`config.mk`:
```
export PLATFORM = sky130hd
export DESIGN_NAME = reg_file_wb
export DESIGN_NICKNAME = d
export VERILOG_FILES = /design/src/rtl/reg_file_wb.sv
export SDC_FILE = /design/constraint.sdc
export NUM_CORES = 2
export LEC_CHECK = 0
export ABC_AREA = 1
export BUFFER_PORTS_ARGS = -buffer_cell sky130_fd_sc_hd__buf_2
export CAP_MARGIN = 20
export CORE_MARGIN = 3
export CORE_UTILIZATION = 50
export CTS_CLUSTER_SIZE = 40
export DETAILED_ROUTE_END_ITERATION = 6
export PLACE_DENSITY_LB_ADDON = 0.2
export SLEW_MARGIN = 10
export SYNTH_ARGS = -nofsm -noshare
export SYNTH_HDL_FRONTEND = slang
export SYNTH_SLANG_ARGS = --single-unit
```
`constraint.sdc`:
```
create_clock -name clk -period 1.2 [get_ports clk]
set_input_delay 0 -clock clk [delete_from_list [all_inputs] [get_ports clk]]
set_output_delay 0 -clock clk [all_outputs]
set_load 0.01 [all_outputs]
```
`src/rtl/reg_file_wb.sv`:
```
`default_nettype none
// ============================================================================
// Module   : reg_file_wb
// Purpose  : pRISC register file with write-back scoreboard. NREG x DATA_W
//            storage, two combinational read ports for decode, and one
//            pending bit per register so decode can detect RAW hazards.
// Ports    : clk, rst_n           - clock, asynchronous active-low reset
//            rs_addr / rt_addr    - read port addresses
//            rs_data / rt_data    - read port data (combinational)
//            rs_busy / rt_busy    - read address has a pending producer
//            claim_en, claim_addr - decode claims a destination register
//            wr_en, wr_addr,
//            wr_data              - write-back commit
//            pending              - registered scoreboard vector
// Options  : REGFILE_BYPASS_EN - when defined, a read matching the current
//            write-back sees wr_data and busy=0 in the same cycle.
// Revision : 1.0 - initial release
// ============================================================================
module reg_file_wb #(
  parameter int DATA_W = 32,
  parameter int NREG   = 32
) (
  input  logic              clk,
  input  logic              rst_n,
  input  logic [4:0]        rs_addr,
  input  logic [4:0]        rt_addr,
  output logic [DATA_W-1:0] rs_data,
  output logic [DATA_W-1:0] rt_data,
  output logic              rs_busy,
  output logic              rt_busy,
  input  logic              claim_en,
  input  logic [4:0]        claim_addr,
  input  logic              wr_en,
  input  logic [4:0]        wr_addr,
  input  logic [DATA_W-1:0] wr_data,
  output logic [NREG-1:0]   pending
);

  logic [DATA_W-1:0] regs_q [NREG];
  logic [DATA_W-1:0] regs_d [NREG];
  logic [NREG-1:0]   pending_q;
  logic [NREG-1:0]   pending_d;

  // Address range qualifiers: the address bus is fixed at 5 bits even when
  // NREG is smaller, so out-of-range accesses read as zero and are ignored.
  logic w_wr_ok;
  logic w_claim_ok;
  logic w_rs_ok;
  logic w_rt_ok;

  assign w_wr_ok    = (int'(wr_addr)    < NREG);
  assign w_claim_ok = (int'(claim_addr) < NREG);
  assign w_rs_ok    = (int'(rs_addr)    < NREG);
  assign w_rt_ok    = (int'(rt_addr)    < NREG);

  // Next-state for storage and scoreboard.
  always_comb begin
    for (int i = 0; i < NREG; i++) begin
      regs_d[i] = regs_q[i];
    end
    pending_d = pending_q;

    if (wr_en && w_wr_ok) begin
      regs_d[wr_addr]    = wr_data;
      pending_d[wr_addr] = 1'b0;
    end
    // Applied after the clear so that a same-address claim wins: the claim
    // represents a newer producer than the one now retiring.
    if (claim_en && w_claim_ok) begin
      pending_d[claim_addr] = 1'b1;
    end
  end

  always_ff @(posedge clk or negedge rst_n) begin
    if (!rst_n) begin
      for (int i = 0; i < NREG; i++) begin
        regs_q[i] <= '0;
      end
      pending_q <= '0;
    end else begin
      for (int i = 0; i < NREG; i++) begin
        regs_q[i] <= regs_d[i];
      end
      pending_q <= pending_d;
    end
  end

  // Read path.
  logic [DATA_W-1:0] w_rs_stored;
  logic [DATA_W-1:0] w_rt_stored;
  logic              w_rs_pend;
  logic              w_rt_pend;

  always_comb begin
    w_rs_stored = '0;
    w_rt_stored = '0;
    w_rs_pend   = 1'b0;
    w_rt_pend   = 1'b0;
    if (w_rs_ok) begin
      w_rs_stored = regs_q[rs_addr];
      w_rs_pend   = pending_q[rs_addr];
    end
    if (w_rt_ok) begin
      w_rt_stored = regs_q[rt_addr];
      w_rt_pend   = pending_q[rt_addr];
    end
  end

`ifdef REGFILE_BYPASS_EN
  // Forward the retiring value. Gated by rst_n so that outputs stay zero
  // while reset is asserted even if a write is being presented.
  logic w_rs_hit;
  logic w_rt_hit;

  assign w_rs_hit = rst_n && wr_en && w_wr_ok && (wr_addr == rs_addr);
  assign w_rt_hit = rst_n && wr_en && w_wr_ok && (wr_addr == rt_addr);

  always_comb begin
    rs_data = w_rs_hit ? wr_data : w_rs_stored;
    rt_data = w_rt_hit ? wr_data : w_rt_stored;
    // Busy follows only the write match, even if a claim re-sets the bit
    // on this same edge; that new producer is seen the following cycle.
    rs_busy = w_rs_hit ? 1'b0 : w_rs_pend;
    rt_busy = w_rt_hit ? 1'b0 : w_rt_pend;
  end
`else
  always_comb begin
    rs_data = w_rs_stored;
    rt_data = w_rt_stored;
    rs_busy = w_rs_pend;
    rt_busy = w_rt_pend;
  end
`endif

  assign pending = pending_q;

endmodule
`default_nettype wire

```
# Yosys cells after proc, flatten, opt, wreduce, memory -nomap -nowiden
# Cells that the tools add are included.
# op_classes
n_mux	19
reduce_logical	3
bitwise_logic	6
magnitude_cmp	10
# ops
cell	count
1024-bit bitwise mux	1
32-bit binary-select mux with 5-bit select	2
32-bit two-way mux	7
32-bit demux with 5-bit select	1
32-bit bitwise AND	1
32-bit inverter	1
32-bit OR	1
5-bit by 6-bit < comparator with 1-bit output, second input constant	4
6-bit >= comparator, second input constant	3
5-bit inverter with 6-bit output	3
1-bit binary-select mux with 5-bit select	2
1-bit demux with 5-bit select	2
5-bit by 1-bit >= comparator with 1-bit output, second input constant	2
6-bit by 1-bit < comparator with 1-bit output, second input constant	1
1-bit two-way mux	4
1-bit logical AND	3
# totals
inputBits	56
reg_bits	1056
out_inout_bits	98

# Depth between registers and ports, before layout
# logic_depth
depth_word	9
depth_mapped	12

# Least setup slack after synthesis
# OpenSTA, ideal clock, no wires.
# synth_timing
path_type	input -> output
from	input port rt_addr[2]
to	output port rt_data[13]
stages	10
t_arrival_ps	1174
slack_ps	26
path_cell_list	buf_2 > clkinv_1 > clkbuf_1 > buf_1 > nand3_1 > nand2_1 > nand2_1 > nand2_1 > nand2_1 > nand2_1
# synth_via
elab_chain_cells	4
# synth_rtl
element	line	source
start, declared	26	input logic [4:0] rt_addr,
5-bit inverter with 6-bit output (not written as such)	104	w_rt_stored = regs_q[rt_addr];
32-bit binary-select mux with 5-bit select	104	
32-bit two-way mux (not written as such) (2 in series)	104	
end, declared	28	output logic [DATA_W-1:0] rt_data,
# Every way passes these cells. The select of a mux whose other input is x is not followed.

# Worst setup path in the final report
# layout_timing
from	register regs_q[934] in the netlist's numbering
to	output port rs_data[6]
# layout_via
elab_chain_cells	3
# layout_rtl
element	line	source
start, declared	39	logic [DATA_W-1:0] regs_q [NREG];
start signal, assigned by index	82	regs_q[i] <= regs_d[i];
32-bit binary-select mux with 5-bit select	100	w_rs_stored = regs_q[rs_addr];
32-bit two-way mux (not written as such) (2 in series)	100	
end, declared	27	output logic [DATA_W-1:0] rs_data,
# Every way passes these cells. The select of a mux whose other input is x is not followed.

==> flow_summary.rst <==
.. list-table::
   :header-rows: 1

   * - Metric
     - Value
   * - Clk Tree Root Cell
     - clkbuf_16
   * - Reg2reg start
     - pending[25]
   * - Worst-path cell chain
     - nand2_1 > nand3_2 > nand3_2 > nand2_1 > nand2_1 > nand2_1 > nand2_2 > nand2_4 > buf_6
   * - Vias post-DR
     - 64650
   * - Core area
     - 0.1153 sq mm
   * - Fraction of the yosys area taken by sequential cells
     - 0.4513
   * - Worst Setup Slack, final
     - -775.7 ps
   * - Crit path arrival time
     - 1980 ps
   * - Post-synth top flop
     - dfrtp_1
   * - Number of pins exceeding their max-slew limit in the final report
     - 0
   * - Number of primary I/O pins
     - 154
   * - Die Y-Extent
     - 348.2 microns
   * - Total internal power
     - 78120 uW
   * - Switch Pwr
     - 37490 uW
   * - Count of cell types in the netlist
     - 23
   * - DR DRC count
     - 1
   * - Area of combinational cells with multiple inputs
     - 0.03024 sq mm
   * - Met2 demand-to-capacity share in global routing
     - 0.5762
   * - Final cell count without fillers
     - 10515
   * - RSZ-0062 raised after global routing
     - yes
   * - Least-Margin Pin Slew
     - 549.5 ps
   * - Last weighted congestion value of the routability-driven placer
     - 0.9362
   * - Critical path launch point
     - regs_q[934]
   * - Register Area
     - 0.02644 sq mm
   * - Final Cycle Share
     - 1.646
   * - Fraction of registers with async set/reset
     - 1.000
   * - Post-Syn Nets
     - 8670
   * - Vias/cell
     - 6.148
   * - Critical path's slowest cell
     - dfrtp_1
   * - Mean routed wirelength per cell
     - 23.08 microns
   * - Leak
     - 0.03562 uW
   * - Reg2Reg Setup Slack
     - 10 ps
   * - Worst Path Max Fanout
     - 3
   * - Path depth of the worst reg2reg path
     - 6
   * - Synth warn
     - 0
   * - Antenna violations before repair
     - 1
   * - Crit Path Class
     - flop to primary output
   * - Total clock buffers created by CTS
     - 113
   * - Effective utilization at floorplan
     - 0.5079
   * - Yosys reg bits
     - 1056
   * - Mean area per synthesized cell
     - 6.797 sq um
   * - Hold Slack
     - 3.640 ps
   * - Number of global-route vias before repair
     - 59710
   * - Clock sink total
     - 1056
   * - Largest incremental delay on the critical path
     - 410 ps
   * - Worst slack at placement
     - -379.4 ps
   * - Buffer depth of the longest clock path
     - 3
   * - CP endpoint kind
     - primary output
   * - Overall track demand over capacity in global routing
     - 0.3836
   * - Insertion delay of the later-clocked pin in the worst-skew pair
     - 730 ps
   * - Number of buffer cells added on primary ports
     - 153
   * - Fraction of power spent switching nets
     - 0.3243
   * - Power density cells
     - 1564 mW/mm^2
   * - Comb power frac
     - 0.243
   * - Total die area
     - 0.1213 sq mm
   * - DRT antenna net count
     - 0
   * - Final hold violations
     - 0
   * - Fmax
     - 506.1 MHz
   * - Standard-cell row count
     - 124
   * - Endpoint of the worst-slack reg-to-reg timing path
     - pending[25]
   * - EDFF count, synth
     - 0
   * - Most area-hungry cell type in the Yosys netlist
     - dfrtp_1
   * - TritonCTS clock tree
     - done
   * - Worst supply voltage drop on vdd
     - 0.001427 V
   * - Clock network fraction of total power
     - 0.335
   * - Crit start category
     - flop
   * - Count of fill cells added during filler insertion
     - 9932
   * - Die Width
     - 348.2 microns
   * - Critical Path Most Common Cell
     - nand2_1
   * - Overall power of the completed layout
     - 115600 uW
   * - Most instantiated cells after synthesis
     - nand2_1, nand3_1, dfrtp_1, o21ai_0, clkbuf_1
   * - Max-Slew Margin vs Limit
     - 0.6337
   * - Number of levels in the clock H-tree
     - 3
   * - Share of final-layout standard cells stronger than drive strength 1
     - 0.1684
   * - Pin count of the biggest net entering global routing
     - 67
   * - Post-detailed-routing wire length
     - 242600 microns
   * - Final setup violation count
     - 127
   * - Area grow syn2layout
     - 26.21%
   * - Met1 track demand over resource in global routing
     - 0.5161
   * - Worst setup path endpoint
     - rs_data[6]
   * - Max-Cap Viols
     - 0
   * - Status
     - finished with violations
   * - Synthesized instance count
     - 8614
   * - Total gr overflow
     - 0
   * - Post-synthesis instance area
     - 0.05855 sq mm
   * - Most common cell in the netlist
     - nand2_1
   * - Net count, final
     - 8958
   * - First-iteration detailed-routing DRC count
     - 9561
   * - Main area contributors after synthesis
     - dfrtp_1, nand2_1, nand3_1
   * - Required arrival time at the worst endpoint
     - 1200 ps
   * - Worst hold-check path type
     - input port to async pin
   * - Iteration count of the initial detailed-routing pass
     - 7
   * - Met3 track demand over resource
     - 0.09422
   * - Core utilization of the finished layout
     - 0.6411
   * - Share of the synthesized area in the top cell type
     - 0.4513
   * - Failing checks
     - design-rule violations, negative setup slack
   * - Min Clock Period, post-route
     - 1976 ps
   * - Grt peak-use layer
     - met2
   * - First-pass GRT wire length
     - 360800 microns
   * - Placed cell count
     - 10098
   * - Clock skew after layout
     - 0 ps
   * - Seq pwr share
     - 0.421
   * - DPL Wire Length
     - 147900 microns
   * - Reg clk slew, reported paths
     - 60 ps
[per-stage QoR]
step	TNS (ps)	cell area [sq um]
global placement	-100390	65830
floorplan	0	58550
detailed placement	-109610	65830
CTS	-64580	71910
finish	-54490	73900
global route	-61230	73890
[state kept, by name (all words and copies together) (netlist names)]
register	count
regs_q	1024
pending	32
[power by group through the flow]
stage / combinational, uW / sequential, uW / clock [uW]
6_report: 28100 / 48700 / 38800
4_1_cts: 25800 / 48300 / 39000
2_1_floorplan: 15200 / 47400 / 0
3_5_place_dp: 24000 / 48900 / 0
3_3_place_gp: 23300 / 48700 / 0
5_1_grt: 31200 / 49400 / 40400
[layer usage]
| metal | part of all wire | wire length, microns |
|---|---|---|
| met1 | 0.38 | 91660 |
| met2 | 0.43 | 103800 |
| met3 | 0.13 | 32740 |
| met4 | 0.059 | 14410 |
| met5 | 0 | 0 |
[critical path: cells and delay by family (launching register included)]
| kind | cells | cell delay (ps) |
|---|---|---|
| buffers and inverters | 1 | 130 |
| flip-flops | 1 | 410 |
| AND/OR/NAND/NOR | 8 | 690 |
[worst min-delay path by stage]
stage | depth (start not counted) | slack [ps] | end
after floorplan | 0 | -300 | pending[0]
after global placement | 1 | -130 | regs_q[674]
after detailed placement | 1 | -130 | regs_q[769]
after CTS | 6 | 20 | regs_q[215]
after global routing | 4 | 20 | regs_q[738]
final | 4 | 4 | regs_q[738]
[cells by family after synthesis]
logic type | count (synthesis) | share of synthesized area
DFF | 1056 | 0.4513
and+or+nand+nor | 5662 | 0.3992
AOI/OAI and AO/OA | 1061 | 0.09069
buffers and inverters | 835 | 0.05876
[final cells by class]
cell class | count | area share
inverters | 70 | 0.004300
well taps | 1512 | 0.02560
clock inverters | 61 | 0.01040
diodes | 2 | 0.00006772
multi-input cells | 6723 | 0.4093
repair buffers | 938 | 0.1472
flip-flops and latches | 1056 | 0.3578
clock buffers | 153 | 0.04541
[layout by cell type, fill, tap and decap left out, drive strengths merged]
cell type,instances
nand2,3877
nand3,1598
dfrtp,1056
o21ai,901
buf,880
nor2,176
a21oi,160
clkbuf,157
inv,65
dlygate4sd3,50
clkinv,40
bufinv,17
clkinvlp,9
nor3,9
dlymetal6s4s,4
diode,2
nand4,2
[what timing repair did]
action / 4_1_cts / 5_1_grt
buffers inserted: 53 / 112
pin swaps: 273 / 371
gates cloned: 0 / 4
endpoints found under the setup margin: 98 / 1096
hold buffers: 56 / 2
hold endpoints to repair: 2112 / 5
resized for setup: 304 / 290
(Power assumes the default switching activity.)
